$ cat src/rtl/vga_pattern_gen.sv
// VGA sync timing plus four test patterns (bars, h-bars, checker, scroll); outputs registered one clock after the counters.
// Optional VGA_PATTERN_SCROLL_EN adds a per-frame counter so mode 3 scrolls; without it mode 3 shows mode 0.
module vga_pattern_gen #(
  parameter int H_ACTIVE  = 640,
  parameter int H_FP      = 16,
  parameter int H_SYNC    = 96,
  parameter int H_BP      = 48,
  parameter int V_ACTIVE  = 480,
  parameter int V_FP      = 10,
  parameter int V_SYNC    = 2,
  parameter int V_BP      = 33,
  parameter int COLOR_W   = 3,
  parameter bit HSYNC_POL = 1'b0,
  parameter bit VSYNC_POL = 1'b0
) (
  input  logic               clk,
  input  logic               rst_n,
  input  logic [1:0]         mode_sel,
  input  logic               mode_load,
  output logic [COLOR_W-1:0] pixel,
  output logic               hsync_out,
  output logic               vsync_out,
  output logic               frame_start,
  output logic [1:0]         active_mode
);
  localparam int H_TOTAL = H_ACTIVE + H_FP + H_SYNC + H_BP;
  localparam int V_TOTAL = V_ACTIVE + V_FP + V_SYNC + V_BP;
  localparam int XW      = $clog2(H_TOTAL);
  localparam int YW      = $clog2(V_TOTAL);

  logic [XW-1:0]      h_cnt;
  logic [YW-1:0]      v_cnt;
  logic [1:0]         pending;
  logic [1:0]         cur_mode;
  logic               h_last;
  logic               v_last;
  logic               frame_end;
  logic               in_display;
  logic               hs_act;
  logic               vs_act;
  logic [COLOR_W-1:0] pat;

  assign h_last     = (int'(h_cnt) == H_TOTAL - 1);
  assign v_last     = (int'(v_cnt) == V_TOTAL - 1);
  assign frame_end  = h_last && v_last;
  assign in_display = (int'(h_cnt) < H_ACTIVE) && (int'(v_cnt) < V_ACTIVE);
  assign hs_act     = (int'(h_cnt) >= H_ACTIVE + H_FP) && (int'(h_cnt) < H_ACTIVE + H_FP + H_SYNC);
  assign vs_act     = (int'(v_cnt) >= V_ACTIVE + V_FP) && (int'(v_cnt) < V_ACTIVE + V_FP + V_SYNC);

  always_ff @(posedge clk or negedge rst_n) begin
    if (!rst_n) begin
      h_cnt <= '0;
      v_cnt <= '0;
    end else if (h_last) begin
      h_cnt <= '0;
      v_cnt <= v_last ? '0 : v_cnt + 1'b1;
    end else begin
      h_cnt <= h_cnt + 1'b1;
    end
  end

  // cur_mode drives pattern generation; active_mode is its copy aligned with the pixel outputs.
  always_ff @(posedge clk or negedge rst_n) begin
    if (!rst_n) begin
      pending  <= 2'd0;
      cur_mode <= 2'd0;
    end else begin
      if (mode_load) pending <= mode_sel;
      if (frame_end) cur_mode <= pending;
    end
  end

`ifdef VGA_PATTERN_SCROLL_EN
  logic [XW-1:0] frame_cnt;
  logic [XW-1:0] scroll_x;

  assign scroll_x = h_cnt + frame_cnt;

  always_ff @(posedge clk or negedge rst_n) begin
    if (!rst_n) begin
      frame_cnt <= '0;
    end else if (frame_end) begin
      frame_cnt <= frame_cnt + 1'b1;
    end
  end
`endif

  always_comb begin
    pat = '0;
    case (cur_mode)
      2'd0: pat = COLOR_W'(h_cnt >> 6);
      2'd1: pat = COLOR_W'(v_cnt >> 6);
      2'd2: pat = (h_cnt[5] ^ v_cnt[5]) ? {COLOR_W{1'b1}} : '0;
`ifdef VGA_PATTERN_SCROLL_EN
      default: pat = COLOR_W'(scroll_x >> 6);
`else
      default: pat = COLOR_W'(h_cnt >> 6);
`endif
    endcase
  end

  always_ff @(posedge clk or negedge rst_n) begin
    if (!rst_n) begin
      pixel       <= '0;
      hsync_out   <= ~HSYNC_POL;
      vsync_out   <= ~VSYNC_POL;
      frame_start <= 1'b0;
      active_mode <= 2'd0;
    end else begin
      pixel       <= in_display ? pat : '0;
      hsync_out   <= hs_act ? HSYNC_POL : ~HSYNC_POL;
      vsync_out   <= vs_act ? VSYNC_POL : ~VSYNC_POL;
      frame_start <= (h_cnt == '0) && (v_cnt == '0);
      active_mode <= cur_mode;
    end
  end
endmodule
$ cat config.mk
export PLATFORM = sky130hd
export DESIGN_NAME = vga_pattern_gen
export DESIGN_NICKNAME = d
export VERILOG_FILES = /design/src/rtl/vga_pattern_gen.sv
export SDC_FILE = /design/constraint.sdc
export NUM_CORES = 1
export LEC_CHECK = 0
export BUFFER_PORTS_ARGS = -buffer_cell sky130_fd_sc_hd__buf_2
export CAP_MARGIN = 20
export CORE_AREA = 10 10 79 81
export DETAILED_ROUTE_END_ITERATION = 8
export DIE_AREA = 0 0 89 91
export MAX_ROUTING_LAYER = met4
export PLACE_DENSITY = 0.57
export RECOVER_POWER = 25
export SYNTH_ARGS = -nofsm -noshare
export SYNTH_HDL_FRONTEND = slang
export SYNTH_SLANG_ARGS = --single-unit
$ cat constraint.sdc
create_clock -name clk -period 2.3 [get_ports clk]
set_clock_uncertainty 0.2 [all_clocks]
set_input_delay 0.115 -clock clk [delete_from_list [all_inputs] [get_ports clk]]
set_output_delay 0.115 -clock clk [all_outputs]
set_load 0.01 [all_outputs]
==> results of run 1 <==
-- path summary, 6_finish.rpt --
check / startpoint / to / slack [ns] / cells after the start
min in group asynchronous: rst_n / h_cnt[1] / 0.25 / 2
setup / recovery: v_cnt[5] / cur_mode[0] / 0.27 / 4
setup reg to reg: v_cnt[5] / cur_mode[0] / 0.27 / 4
max in group asynchronous: rst_n / h_cnt[4] / 1.16 / 2
hold reg to reg: cur_mode[0] / active_mode[0] / 0.24 / 0
hold / removal: cur_mode[0] / active_mode[0] / 0.24 / 0
-- area by class of cell --
| class | count | share of cell area [%] |
|---|---|---|
| multi-input combinational | 100 | 37.9 |
| clock inverter | 1 | 1.64 |
| tap | 54 | 3.70 |
| inverter | 10 | 2.05 |
| clock buffer | 7 | 5.27 |
| timing repair buffer | 17 | 5.54 |
| sequential | 32 | 43.9 |
-- routing by layer --
layer | global-route usage, % | wire (um)
met1 | 10.3 | 1380
met2 | 13.7 | 1510
met3 | 2.68 | 119
met4 | 5.31 | 77
met5 | - | 0
-- timing repair --
action | 4_1_cts | 5_1_grt
buffers inserted | 0 | 0
hold buffers | 5 | 0
endpoints found under the hold margin | 32 | 0
-- metrics by stage --
| stage | setup WS (ns) | hold WS, ns | power, mW | instances |
|---|---|---|---|---|
| floorplan | 0.440 | -0.381 | 0.582 | 148 |
| global placement | 0.343 | -0.00416 | 0.597 | 208 |
| detailed placement | 0.280 | 0.0120 | 0.598 | 208 |
| CTS | 0.247 | 0.243 | 1.19 | 221 |
| global route | 0.106 | 0.271 | 1.22 | 221 |
| finish | 0.272 | 0.245 | 1.17 | 221 |
-- worst reg2reg max path: stages (launching register included) --
cell	delay, ns
dfrtp_1	0.47
nor4_2	0.36
nand3_1	0.21
nor2_1	0.29
mux2_2	0.37
-- cells in the final DEF, fill, tap and decap left out, types with 3 or more instances in the layout --
cell,count
dlygate4sd3_1,5
ha_1,6
nor2_1,9
clkbuf_8,7
xnor2_1,3
nand4_1,8
and3_2,3
xor2_1,9
nand3_1,9
a21oi_1,4
nand2_1,13
a221oi_1,3
mux2_2,4
inv_1,10
clkbuf_1,7
dfrtp_1,30
nor4_1,3
o21ai_0,8
buf_2,4
-- registers in the layout, summed over array words and instances (netlist names) --
register,cells
h_cnt,10
frame_start,1
active_mode,2
vsync_out,1
hsync_out,1
v_cnt,10
cur_mode,2
pending,2
pixel,3
-- power by group through the flow --
stage | combinational [mW] | clock, mW | sequential [mW]
2_1_floorplan | 0.00372 | 0 | 0.578
3_3_place_gp | 0.0179 | 0 | 0.579
3_5_place_dp | 0.0192 | 0 | 0.579
4_1_cts | 0.0281 | 0.598 | 0.568
5_1_grt | 0.0311 | 0.626 | 0.568
6_report | 0.0269 | 0.578 | 0.568
-- Yosys cell counts (2+ instances only) --
library cell,instances,area [sq um]
a21oi_1,4,20.0
xor2_1,9,78.8
and3_2,3,22.5
dfrtp_1,30,751
nand3_1,9,45.0
mux2_2,4,45.0
or3_1,2,12.5
dfstp_2,2,52.6
inv_1,10,37.5
nand2_1,13,48.8
ha_1,6,75.1
buf_4,2,15.0
xnor2_1,3,26.3
nand4_1,8,50.1
o21ai_0,8,40.0
a221oi_1,3,26.3
nor4_1,3,18.8
nor2_1,9,33.8
nor3_1,2,10.0
or4_1,2,15.0
-- logic make-up (layout without fill, tap and decap cells) --
group | Yosys count | count (layout) | share of synthesized area [%]
and+or+nand+nor | 61 | 61 | 23.1
buffers and inverters | 16 | 35 | 5.46
xor gates and xnor gates | 12 | 12 | 6.65
muxes | 4 | 4 | 2.85
adders and majority gates | 6 | 6 | 4.75
AOI/OAI and AO/OA | 17 | 17 | 6.41
DFF | 32 | 32 | 50.8
==> results.yml, run 1 <==
die:
  start_util_pct: 33.9
  die_area_sq_mm: 0.00810
  boundaryPins: 13
  rows: 25
  core-area_sq_mm: 0.00466
  dieWidth_um: 89
  die_h_um: 91
place:
  dp_hpwl_mm: 2.27
  placed_cell_area_sq_mm: 0.00166
  gp_congestion: 0.890
  port_buffers: 12
synth:
  synth_edf_count: 0
  syn_inst: 148
  synth.net_count: 159
  synth_seq_cells: 32
  ys_async_sr_fraction_pct: 100
  synth_warnings: 0
  netlist_area_sq_mm: 0.00158
  yosysSeqAreaShare_pct: 50.8
  syn_area_per_cell_sq_um: 10.7
  synth_ff_type: "dfrtp_1"
  ys_types: 36
cts:
  cts_sinks: 32
  cts.clk_slew.worst_paths_ns: 0.07
  insertion_delay_ns: 0.28
  ctsResizeCount: 0
  cts-root-buf: "clkbuf_8"
  cts-buffers-inserted: 5
  cts_buffer_depth: 2
  cts_tree: "built"
  htreeDepth: 2
global_route:
  grt_pass1_wl_mm: 5.68
  antenna_found_initial: 0
  grt_overflow_total: 0
  grt_max_degree: 33
  grt_pass1_vias: 1200
  grt_use_total_pct: 9.05
min_path:
  hold_class: "flop to flop"
routing:
  vias_per_cell: 5.18
  antenna_left: 0
  drtIter0Drc: 73
  first_pass_iters: 4
  dr_total_vias: 1144
  routed_wirelength_mm: 3.09
  drc: 0
  routedWlPerCell_um: 14.0
power_and_ir_drop:
  pwr-share-comb_pct: 2.3
  p_seq_share_pct: 48.4
  intPower_mw: 0.962
  ir_drop_v: 0.000260
  p_leak_nw: 0.803
  swShare_pct: 18.0
  p_sw_mw: 0.211
  powerDensity_mw_per_mm2: 642
  clkPwrFrac_pct: 49.3
worst_setup_path:
  cpPeakStageDelay_ns: 0.47
  worstSetupStartpointType: "flop"
  criticalPathCategory: "flop to flop"
  worstPathCellList: "nor4_2 > nand3_1 > nor2_1 > mux2_2"
  cp_top_family: "simple AND/OR/NAND/NOR gates"
  arrival_ns: 1.99
  cp-end-kind: "flop"
  slowest_stage: "dfrtp_1"
  cp_num_buf_inv: 0
  cp.required_ns: 2.26
  path_max_fanout: 7
layout:
  multi_input_area_sq_um: 692
  antennaDiodeCount: 0
  nFillCells: 445
  post-route-util_pct: 39.2
  seqCellArea_sq_um: 803
  final_area_sq_mm: 0.00183
  drive_above_1_share_pct: 15.6
  layout.nets: 177
  syn_to_final_growth_pct: 15.6
timing:
  min_period_ns: 2.03
  relSlewSlack_pct: 47.6
  timing.fmax_ghz: 0.493
  report.final.slew_viol_count: 0
  hold_viol: 0
  fin_crit_sh_pct: 88.2
  finalSetupTns_ns: 0
  worst_pin_slew_ns: 0.786
  setup_viol: 0
  rsz0062_at_grt: "no"
job:
  cap_violations: 0
outcome:
  status: "completed"
Note: power is estimated with default switching activity, not from simulation.
==> inputs of run 2 (changes only) <==
--- a/config.mk
+++ b/config.mk
@@ -7,11 +7,11 @@
 export LEC_CHECK = 0
 export BUFFER_PORTS_ARGS = -buffer_cell sky130_fd_sc_hd__buf_2
 export CAP_MARGIN = 20
-export CORE_AREA = 10 10 79 81
+export CORE_AREA = 4 4 58 60
 export DETAILED_ROUTE_END_ITERATION = 8
-export DIE_AREA = 0 0 89 91
+export DIE_AREA = 0 0 62 64
 export MAX_ROUTING_LAYER = met4
-export PLACE_DENSITY = 0.57
+export PLACE_DENSITY = 0.82
 export RECOVER_POWER = 25
 export SYNTH_ARGS = -nofsm -noshare
 export SYNTH_HDL_FRONTEND = slang
==> run 2 against run 1 <==
Net effect:
- die area decreased by 51%
- sequential share of layout area increased by 2.4 points
- combinational power decreased by 1%
- hold slack got worse by 0.11 ns
- register-to-register slack about the same
- utilization increased by 20 points
- fmax increased by 0.69%
- design area decreased by 5.1%
- critical path depth unchanged
- final cell count decreased by 9.5%
- total power decreased by 24%
==> results.yml, run 2 (same netlist as run 1, synthesis figures left out) <==
outcome:
  status: "completed"
timing:
  report.final.slew_viol_count: 0
  min_period_ns: 2.01
  worst_pin_slew_ns: 0.676
  hold_viol: 0
  setup_viol: 0
  timing.fmax_ghz: 0.496
  setup_slack_ns: 0.286
  relSlewSlack_pct: 55.0
  fin_crit_sh_pct: 87.6
  finalSetupTns_ns: 0
  rsz0062_at_grt: "no"
die:
  die_h_um: 64
  boundaryPins: 13
  die_area_sq_mm: 0.00397
  start_util_pct: 54.0
  core-area_sq_mm: 0.00293
  rows: 20
  dieWidth_um: 62
global_route:
  antenna_found_initial: 0
  grt_max_degree: 33
  grt_pass1_wl_mm: 4.97
  grt_pass1_vias: 1119
  grt_overflow_total: 0
  grt_use_total_pct: 17.5
worst_setup_path:
  path_max_fanout: 7
  crit_start: "v_cnt[5]"
  arrival_ns: 2.05
  criticalPathCategory: "flop to flop"
  worstSetupStartpointType: "flop"
  cp-end-kind: "flop"
  r2r_setup_slack_ns: 0.29
  worstReg2RegStart: "v_cnt[5]"
  critical_path.endpoint: "cur_mode[1]"
  rr_worst_depth: 4
  reg2reg_to: "cur_mode[1]"
  cp.required_ns: 2.34
power_and_ir_drop:
  p_seq_share_pct: 63.5
  p_sw_mw: 0.196
  clkPwrFrac_pct: 33.5
  p_leak_nw: 0.795
  pwr-share-comb_pct: 3.0
  ir_drop_v: 0.000381
  intPower_mw: 0.698
  powerDensity_mw_per_mm2: 516
  swShare_pct: 21.9
cts:
  htreeDepth: 2
  cts_tree: "built"
  cts_sinks: 32
  cts.clk_slew.worst_paths_ns: 0.10
  postCtsHoldBufs: 5
  cts-buffers-inserted: 5
  cts-root-buf: "clkbuf_4"
  cts_setup_buffers: 0
  cts_buffer_depth: 2
  insertion_delay_ns: 0.34
  ctsResizeCount: 0
min_path:
  hold_class: "input pin to async pin"
layout:
  layout_common_cells: "dfrtp_1, nand2_1, buf_2, inv_1"
  antennaDiodeCount: 0
  syn_to_final_growth_pct: 9.65
  layout.nets: 177
  drive_above_1_share_pct: 18.6
  layout_commonest_cell: "dfrtp_1"
  top_regs: "h_cnt x10, v_cnt x10, pixel x3"
place:
  pre_cts_ws_ns: 0.308
  dp_hpwl_mm: 2.02
  port_buffers: 12
  gp_congestion: 0.929
routing:
  drtIter0Drc: 49
  dr_total_vias: 1133
  routed_wirelength_mm: 2.82
  vias_per_cell: 5.67
  routedWlPerCell_um: 14.1
  drc: 0
  first_pass_iters: 4
  antenna_left: 0
job:
  cap_violations: 0
-- run 2: changes by cell type in the layout (fill, tap and decap cells not counted) --
cell       before  now
clkbuf_4        0    5
buf_2           4   12
clkbuf_8        7    0
clkinv_2        0    1
clkbuf_2        1    0
bufinv_16       1    0
clkbuf_1        7    2
-- run 2: worst min path at each step --
stage	startpoint	to	slack (ns)	cells after the start
final	rst_n	cur_mode[0]	0.14	2
after detailed placement	rst_n	active_mode[0]	-0.004	1
after global routing	rst_n	cur_mode[0]	0.20	2
after floorplan	rst_n	active_mode[0]	-0.38	0
after global placement	rst_n	active_mode[1]	-0.02	1
after CTS	rst_n	cur_mode[0]	0.15	2
-- run 2: critical path, cell delays in order, from the launching register on --
cell	delay [ns]
dfrtp_1	0.48
nor4_2	0.34
nand3_1	0.21
nor2_1	0.31
mux2_2	0.37
-- run 2: cell type report --
type | count | area (sq um)
multi-input cells | 100 | 692
inverters | 10 | 37.5
clock inverters | 1 | 5.00
clock buffers | 7 | 45.0
flip-flops and latches | 32 | 803
fillers | 250 | 1190
repair buffers | 17 | 110
well taps | 33 | 41.3
-- run 2: power by group through the flow --
stage                     clock network (mW)  registers, mW  logic [mW]
final                                  0.300          0.568      0.0265
after global placement                     0          0.578      0.0174
after CTS                              0.316          0.568      0.0275
after global routing                   0.348          0.568      0.0303
after floorplan                            0          0.578     0.00372
after detailed placement                   0          0.579      0.0186
-- run 2: stage by stage --
step	instances	util, %	area [sq um]	hold slack [ns]	power, mW
4_1_cts	200	59.2	1730	0.151	0.912
2_1_floorplan	148	-	1580	-0.381	0.582
3_3_place_gp	187	55.8	1630	-0.0207	0.596
6_report	200	59.2	1730	0.137	0.894
5_1_grt	200	59.2	1730	0.199	0.946
3_5_place_dp	187	55.8	1630	-0.00404	0.597
-- run 2: metal layers --
layer  up-vias  track usage [%]  wire length (um)
met2        23             24.9              1380
met5         -                -                 0
met4         0             10.3                92
met1       547             21.1              1220
met3         9             6.06               126
li1        554                -                 -
==> inputs of run 3 (changes only) <==
--- a/config.mk
+++ b/config.mk
@@ -7,11 +7,11 @@
 export LEC_CHECK = 0
 export BUFFER_PORTS_ARGS = -buffer_cell sky130_fd_sc_hd__buf_2
 export CAP_MARGIN = 20
-export CORE_AREA = 4 4 58 60
+export CORE_AREA = 4 4 61 63
 export DETAILED_ROUTE_END_ITERATION = 8
-export DIE_AREA = 0 0 62 64
+export DIE_AREA = 0 0 65 67
 export MAX_ROUTING_LAYER = met4
-export PLACE_DENSITY = 0.82
+export PLACE_DENSITY = 0.78
 export RECOVER_POWER = 25
 export SYNTH_ARGS = -nofsm -noshare
 export SYNTH_HDL_FRONTEND = slang
==> constraint.sdc (replaced) <==
create_clock -name clk -period 1.8 [get_ports clk]
set_clock_uncertainty 0.2 [all_clocks]
set_input_delay 0.09 -clock clk [delete_from_list [all_inputs] [get_ports clk]]
set_output_delay 0.09 -clock clk [all_outputs]
set_load 0.01 [all_outputs]
==> run 3 against run 2 <==
Net effect:
- combinational power grew 29%
- critical path depth grew 2
- via count grew 10%
- critical endpoint unchanged
==> results.yml, run 3 (same netlist as run 1, synthesis figures left out) <==
outcome:
  status: "completed"
timing:
  fin_crit_sh_pct: 96.5
  hold_slack_ns: 0.153
  setup_viol: 0
  worst_pin_slew_ns: 0.760
  min_period_ns: 1.74
  hold_viol: 0
  timing.fmax_ghz: 0.575
  setup_slack_ns: 0.0622
  rsz0062_at_grt: "yes"
  report.final.slew_viol_count: 0
  finalSetupTns_ns: 0
  relSlewSlack_pct: 49.3
power_and_ir_drop:
  ir_drop_v: 0.000424
  p_leak_nw: 0.942
  finalPower_mw: 1.37
  powerDensity_mw_per_mm2: 685
worst_setup_path:
  crit_start: "v_cnt[1]"
  cp-end-kind: "flop"
  r2r_setup_slack_ns: 0.06
  criticalPathCategory: "flop to flop"
  critical_path.endpoint: "cur_mode[1]"
  cp.required_ns: 1.83
  worstSetupStartpointType: "flop"
  rr_worst_depth: 6
  path_max_fanout: 3
  reg2reg_to: "cur_mode[1]"
  worstReg2RegStart: "v_cnt[1]"
  arrival_ns: 1.77
layout:
  layout_commonest_cell: "dfrtp_1"
  drive_above_1_share_pct: 33.0
  layout_common_cells: "dfrtp_1, buf_4, nand2_1, buf_2, inv_1"
  fin_cells: 237
  post-route-util_pct: 61.9
  antennaDiodeCount: 0
  layout.nets: 201
  syn_to_final_growth_pct: 26.5
  top_regs: "h_cnt x10, v_cnt x10, pixel x3"
  final_area_sq_mm: 0.00200
global_route:
  antenna_found_initial: 0
  grt_pass1_wl_mm: 5.41
  grt_overflow_total: 0
  grt_max_degree: 33
  grt_use_total_pct: 17.1
  grt_pass1_vias: 1237
place:
  placed_cell_area_sq_mm: 0.00181
  dp_hpwl_mm: 2.32
  port_buffers: 12
  pre_cts_ws_ns: -0.00752
  place_inst: 221
  gp_congestion: 0.853
cts:
  htreeDepth: 2
  cts_buffer_depth: 2
  cts-buffers-inserted: 5
  cts.clk_slew.worst_paths_ns: 0.10
  insertion_delay_ns: 0.34
  cts-root-buf: "clkbuf_4"
  cts_sinks: 32
  cts_tree: "built"
die:
  boundaryPins: 13
  core-area_sq_mm: 0.00323
  die_area_sq_mm: 0.00436
  die_h_um: 67
  rows: 21
  start_util_pct: 48.9
  dieWidth_um: 65
routing:
  drtIter0Drc: 77
  vias_per_cell: 5.26
  first_pass_iters: 4
  dr_total_vias: 1246
  antenna_left: 0
  routed_wirelength_mm: 3.13
  routedWlPerCell_um: 13.2
  drc: 0
min_path:
  hold_class: "input pin to async pin"
job:
  cap_violations: 0
## run 3: final cells by class
cell class,count,area (sq um)
inverter,10,37.5
fill,272,1230
timing repair buffer,41,294
multi-input combinational,100,713
tap,46,57.6
clock buffer,7,65.1
sequential,32,803
clock inverter,1,30.0
## run 3: timing repair
action,4_1_cts,5_1_grt
hold buffers,5,0
pin swaps,1,1
hold endpoints to repair,34,0
setup endpoints to repair,4,7
setup buffers,2,1
resized for setup,1,6
## run 3: metal layers
metal / GRT usage (%) / vias to the layer above / part of all wire [%]
met4: 11.3 / 0 / 2.7
li1: - / 606 / -
met2: 28.0 / 29 / 51
met3: 3.37 / 9 / 4.4
met1: 19.1 / 602 / 42
met5: - / - / 0
## run 3: critical path, cell delays in order, from the launching register on
cell     delay [ns]
dfrtp_1        0.39
inv_1          0.09
ha_1           0.16
nor2b_2        0.18
nand3_2        0.11
nor2_2         0.16
mux2_2         0.34
## run 3: worst min path at each step
| stage | start | end | slack [ns] | cells after the start |
|---|---|---|---|---|
| after global routing | rst_n | v_cnt[9] | 0.21 | 2 |
| after global placement | rst_n | h_cnt[0] | -0.04 | 1 |
| after floorplan | rst_n | active_mode[0] | -0.41 | 0 |
| after CTS | rst_n | v_cnt[5] | 0.14 | 2 |
| final | rst_n | v_cnt[5] | 0.15 | 2 |
| after detailed placement | rst_n | h_cnt[2] | -0.02 | 1 |
## run 3: where the power goes
part / switching, mW / internal, mW
clock network: 0.242 / 0.369
logic: 0.0173 / 0.0168
registers: 0.00214 / 0.723
